--- src/rtl/recip_share_arbiter.sv ---
// Round-robin share of one combinational Q1.23 reciprocal lookup; one division in flight.
// Optional RECIP_ARB_DIV0_EN adds a divide-by-zero flag (rsp_div0) and forces quot=0 for den==0.
module recip_share_arbiter #(
  parameter int N_REQ     = 3,
  parameter int WIDTH_IN  = 17,
  parameter int WIDTH_OUT = 24,
  parameter int NUM_W     = 26
) (
  input  logic                      clk,
  input  logic                      rst_n,
  input  logic [N_REQ-1:0]          req_valid,
  output logic [N_REQ-1:0]          req_ready,
  input  logic [N_REQ*NUM_W-1:0]    req_num,
  input  logic [N_REQ*WIDTH_IN-1:0] req_den,
  output logic [N_REQ-1:0]          rsp_valid,
  input  logic [N_REQ-1:0]          rsp_ready,
  output logic [NUM_W-1:0]          rsp_quot,
  output logic [WIDTH_IN-1:0]       recip_x,
  input  logic [WIDTH_OUT-1:0]      recip_y,
`ifdef RECIP_ARB_DIV0_EN
  output logic                      rsp_div0,
`endif
  output logic                      busy
);

  localparam int IW = (N_REQ > 1) ? $clog2(N_REQ) : 1;
  localparam logic [WIDTH_OUT-1:0] ONE = {1'b1, {(WIDTH_OUT-1){1'b0}}};

  typedef enum logic [1:0] {IDLE, LOOKUP, MULT, RESP} state_t;

  state_t                         state;
  logic [IW-1:0]                  owner;     // also serves as last_grant
  logic [NUM_W-1:0]               num_reg;
  logic [WIDTH_IN-1:0]            den_reg;
  logic [WIDTH_OUT-1:0]           y_reg;
  logic [NUM_W-1:0]               quot_reg;
  logic [N_REQ-1:0][NUM_W-1:0]    num_a;
  logic [N_REQ-1:0][WIDTH_IN-1:0] den_a;
  logic [NUM_W+WIDTH_OUT-1:0]     prod;
  logic [NUM_W-1:0]               quot_w;
  logic                           gnt_found;
  logic [IW-1:0]                  gnt_idx;
`ifdef RECIP_ARB_DIV0_EN
  logic                           div0_reg;
`endif

  assign num_a = req_num;
  assign den_a = req_den;

  // Walk from farthest to nearest so the candidate closest after owner wins.
  always_comb begin
    int c;
    logic [IW-1:0] cidx;
    gnt_found = 1'b0;
    gnt_idx   = '0;
    c         = 0;
    cidx      = '0;
    for (int k = N_REQ; k >= 1; k--) begin
      c = int'(owner) + k;
      if (c >= N_REQ) c = c - N_REQ;
      cidx = IW'(c);
      if (req_valid[cidx]) begin
        gnt_found = 1'b1;
        gnt_idx   = cidx;
      end
    end
  end

  always_comb begin
    req_ready = '0;
    if (rst_n && state == IDLE && gnt_found) req_ready[gnt_idx] = 1'b1;
  end

  // Clamp keeps y <= 1.0, so the quotient never exceeds the numerator.
  assign prod   = {{WIDTH_OUT{1'b0}}, num_reg} * {{NUM_W{1'b0}}, y_reg};
  assign quot_w = NUM_W'(prod >> (WIDTH_OUT-1));

  always_ff @(posedge clk or negedge rst_n) begin
    if (!rst_n) begin
      state     <= IDLE;
      owner     <= IW'(N_REQ-1);
      num_reg   <= '0;
      den_reg   <= '0;
      y_reg     <= '0;
      quot_reg  <= '0;
      rsp_valid <= '0;
`ifdef RECIP_ARB_DIV0_EN
      div0_reg  <= 1'b0;
`endif
    end else begin
      case (state)
        IDLE: if (gnt_found) begin
          num_reg  <= num_a[gnt_idx];
          den_reg  <= den_a[gnt_idx];
          owner    <= gnt_idx;
`ifdef RECIP_ARB_DIV0_EN
          div0_reg <= (den_a[gnt_idx] == '0);
`endif
          state    <= LOOKUP;
        end
        LOOKUP: begin
          y_reg <= (recip_y > ONE) ? ONE : recip_y;
          state <= MULT;
        end
        MULT: begin
`ifdef RECIP_ARB_DIV0_EN
          quot_reg <= div0_reg ? '0 : quot_w;
`else
          quot_reg <= quot_w;
`endif
          rsp_valid <= N_REQ'(1) << owner;
          state     <= RESP;
        end
        RESP: if (rsp_ready[owner]) begin
          rsp_valid <= '0;
          state     <= IDLE;
        end
        default: state <= IDLE;
      endcase
    end
  end

  assign rsp_quot = quot_reg;
  assign recip_x  = den_reg;
  assign busy     = (state != IDLE);
`ifdef RECIP_ARB_DIV0_EN
  assign rsp_div0 = div0_reg;
`endif

endmodule

--- config.mk ---
export PLATFORM = sky130hd
export DESIGN_NAME = recip_share_arbiter
export DESIGN_NICKNAME = d
export VERILOG_FILES = /design/src/rtl/recip_share_arbiter.sv
export SDC_FILE = /design/constraint.sdc
export NUM_CORES = 2
export LEC_CHECK = 0
export BUFFER_PORTS_ARGS = -buffer_cell sky130_fd_sc_hd__buf_2
export CAP_MARGIN = 20
export CORE_ASPECT_RATIO = 0.7
export CORE_MARGIN = 5
export CORE_UTILIZATION = 58
export CTS_BUF_LIST = sky130_fd_sc_hd__clkbuf_8
export DETAILED_ROUTE_END_ITERATION = 10
export HOLD_SLACK_MARGIN = 0.05
export PLACE_DENSITY = 0.81
export SKIP_LAST_GASP = 1
export SYNTH_ARGS = -nofsm -noshare
export SYNTH_HDL_FRONTEND = slang
export SYNTH_SLANG_ARGS = --single-unit
--- constraint.sdc ---
create_clock -name clk -period 7.5 [get_ports clk]
set_clock_uncertainty 0.1 [all_clocks]
set_input_delay 1.5 -clock clk [delete_from_list [all_inputs] [get_ports clk]]
set_output_delay 1.5 -clock clk [all_outputs]
set_load 0.01 [all_outputs]
==> impl_metrics.py <==
metrics = {
    "run": {
        "drv_cap": 0,
    },
    "drt": {
        "wl_mm": 75.9,
        "via_count": 19500,
        "post-route-drc-count": 0,
        "ant_nets": 0,
        "dr.pass1.iters": 6,
        "wire_per_inst_um": 21.8,
        "vias_per_cell": 5.62,
        "drtIter0Drc": 2082,
    },
    "critical_path": {
        "reg2reg_from": "num_reg[9]$_DFFE_PN0P_",
        "arrival_ns": 7.58,
        "cpMostUsedCell": "fa_1",
        "worst-setup-path-type": "flop to flop",
        "max_stage_delay_ns": 0.60,
        "cp-startpoint": "num_reg[9]$_DFFE_PN0P_",
        "slowest_stage": "fa_1",
        "endpoint_kind": "flop",
        "timing.rr.end": "rsp_quot[21]$_DFFE_PN0P_",
        "cp-start-kind": "flop",
        "r2r_setup_slack_ns": 0.13,
        "ff2ff_path_depth": 23,
        "crit_end": "rsp_quot[21]$_DFFE_PN0P_",
        "required_ns": 7.72,
        "worstPathCellList": "buf_4, nand2_1, fa_1, inv_1, fa_1, fa_1, fa_1, fa_1, fa_1, inv_1, fa_1, inv_1, ha_1, a21oi_1, o21ai_0, nor3_4, o211a_1, a211oi_2, buf_4, o21ai_2, a31oi_2, and4b_1, or3_1",
        "crit_path_max_fanout": 11,
    },
    "place": {
        "io_buffer_count": 210,
        "hpwl_mm": 63.1,
        "placed_area_um2": 26600,
        "gp_congestion": 1.02,
    },
    "yosys": {
        "yosysWarnings": 0,
        "synth-edff-count": 0,
        "synth_area_um2": 24300,
        "ys_types": 62,
        "syn-num-nets": 3572,
        "netlist_instances": 2709,
        "seq_area_frac_synth_pct": 10.3,
        "syn_avg_cell_area_um2": 8.99,
        "synth_ff_type": "dfrtp_1",
        "ys_async_sr_fraction_pct": 100,
        "ys_seq_elements": 100,
    },
    "floorplan": {
        "rows": 62,
        "die_w_um": 255,
        "core_area_um2": 41300,
        "pin_count": 211,
        "dieArea_um2": 46200,
        "start_util_pct": 59.0,
        "fp.dieH_um": 181,
    },
    "timing": {
        "maxSlewViolCount": 0,
        "hold_slack_ns": 0.416,
        "timing.slew.headroom_pct": 39.3,
        "tightest_slew_ns": 0.907,
        "grt_setup_unrepaired": "yes",
        "fmax_mhz": 136,
        "setup_viol": 0,
        "finalHoldViolations": 0,
        "period_needed_ns": 7.37,
        "period_share_pct": 98.2,
    },
    "clocking": {
        "clockBufferDepth": 2,
        "cts_tree": "yes",
        "clkSinkCount": 100,
        "numCtsBuffers": 9,
        "cts_root_buf": "clkbuf_8",
        "cts.clk_slew.worst_paths_ns": 0.15,
        "htreeDepth": 3,
        "clkLatencyLatePin_ns": 0.44,
        "cts_hold_buf": 0,
    },
    "hold_path": {
        "min_path_type": "flop to flop",
    },
    "final_layout": {
        "area_growth_syn_to_layout_pct": 11.3,
        "fin_nets": 3782,
        "final_layout_size_suffix_gt1_share_pct": 15.1,
        "multi_input_area_um2": 19000,
        "fillCellCount": 3266,
        "register_area_um2": 2540,
        "final_area_um2": 27100,
    },
    "global_route": {
        "overflow": 0,
        "antenna_found_initial": 9,
        "grt_pass1_vias": 20900,
        "grt.total_usage_pct": 33.5,
        "grt_pass1_wl_mm": 120,
        "grt_max_degree": 79,
    },
    "outcome": {
        "status": "finished, final reports clean",
    },
}
-- metal layers --
layer	track usage [%]	vias up	part of all wire [%]
li1	-	8436	-
met2	45.9	1350	40
met3	17.3	128	17
met5	0	-	0.21
met4	6.24	8	2.3
met1	48.5	9595	40
-- layout by cell type, fill, tap and decap left out, types with 6 or more instances in the layout --
cell type	count
inv_1	644
fa_1	523
nand2_1	393
and2_1	314
buf_2	209
ha_1	177
buf_4	118
dfrtp_1	71
nor2_1	62
o21ai_0	48
a22oi_1	44
a31oi_1	44
a21oi_1	34
dfrtp_2	26
mux2_2	22
xnor2_1	21
buf_12	15
a21o_1	14
nand4_1	10
xor2_1	9
clkbuf_8	9
diode_2	7
nand2b_1	7
nand3_1	6
and3_1	6
nand3b_1	6
-- how the worst min path moves through the flow --
stage                                        start                        to  slack, ns  cells after the start
final                      rsp_quot[7]$_DFFE_PN0P_   rsp_quot[7]$_DFFE_PN0P_       0.42                      1
after global routing      rsp_quot[23]$_DFFE_PN0P_  rsp_quot[23]$_DFFE_PN0P_       0.44                      1
after CTS                  rsp_quot[7]$_DFFE_PN0P_   rsp_quot[7]$_DFFE_PN0P_       0.42                      1
after detailed placement   rsp_quot[7]$_DFFE_PN0P_   rsp_quot[7]$_DFFE_PN0P_       0.39                      1
after global placement    rsp_quot[24]$_DFFE_PN0P_  rsp_quot[24]$_DFFE_PN0P_       0.38                      2
after floorplan           rsp_quot[24]$_DFFE_PN0P_  rsp_quot[24]$_DFFE_PN0P_       0.42                      2
-- cells by family after synthesis --
group,after synthesis,synth area share [%]
adder cells (fa/ha/maj),702,52.2
flip-flops,100,10.3
buffers and inverters,787,12.2
AND/OR/NAND/NOR,836,17.0
AO/OA/AOI/OAI,228,6.08
multiplexers,26,1.18
XOR/XNOR,30,1.08
-- final cells by class --
cell class | count | area share [%]
antenna | 7 | 0.0646
clock inverter | 7 | 0.337
timing repair buffer | 342 | 8.23
tap | 544 | 2.51
sequential | 100 | 9.38
multi-input combinational | 1822 | 70.1
inverter | 644 | 8.92
clock buffer | 9 | 0.457
-- Yosys cell counts (4+ instances only) --
cell / n / area [µm²]
inv_1: 644 / 2420
fa_1: 524 / 10500
nand2_1: 393 / 1480
and2_1: 314 / 1960
ha_1: 178 / 2230
clkbuf_1: 141 / 529
dfrtp_1: 99 / 2480
nor2_1: 64 / 240
o21ai_0: 50 / 250
a31oi_1: 45 / 282
a22oi_1: 44 / 330
a21oi_1: 34 / 170
mux2_2: 22 / 248
xnor2_1: 21 / 184
a21o_1: 14 / 105
nand4_1: 10 / 62.6
xor2_1: 9 / 78.8
and3_1: 7 / 43.8
nand2b_1: 7 / 43.8
nor3_1: 7 / 35.0
nand3_1: 6 / 30.0
nand3b_1: 6 / 45.0
nor4_1: 5 / 31.3
and2_2: 4 / 30.0
mux2i_1: 4 / 40.0
-- metrics by stage --
| stage | worst slack [ns] | utilization, % | setup TNS, ns | cells |
|---|---|---|---|---|
| final | 0.133 | 65.7 | 0 | 3475 |
| after global routing | -0.0507 | 65.7 | -0.0807 | 3473 |
| after CTS | -0.0458 | 65.0 | -0.0458 | 3454 |
| after detailed placement | -0.466 | 64.4 | -1.88 | 3438 |
| after global placement | -0.209 | 64.4 | -0.470 | 3438 |
| after floorplan | 0.503 | - | 0 | 2709 |
-- critical path: cells and delay by family, from the launching register on --
| family | cells | cell delay, ns |
|---|---|---|
| buf+inv | 5 | 0.62 |
| flops | 1 | 0.52 |
| fa+ha+maj | 8 | 3.90 |
| simple gates | 4 | 0.93 |
| compound gates | 6 | 1.16 |
-- repair_timing --
action	in CTS	in global routing
resized for setup	18	32
pin swaps	0	3
endpoints found under the setup margin	12	15
setup buffers	0	14
Power is left out: the tool's default activity adds up to more than one toggle a clock period on the data nets, which glitch-free logic cannot reach.
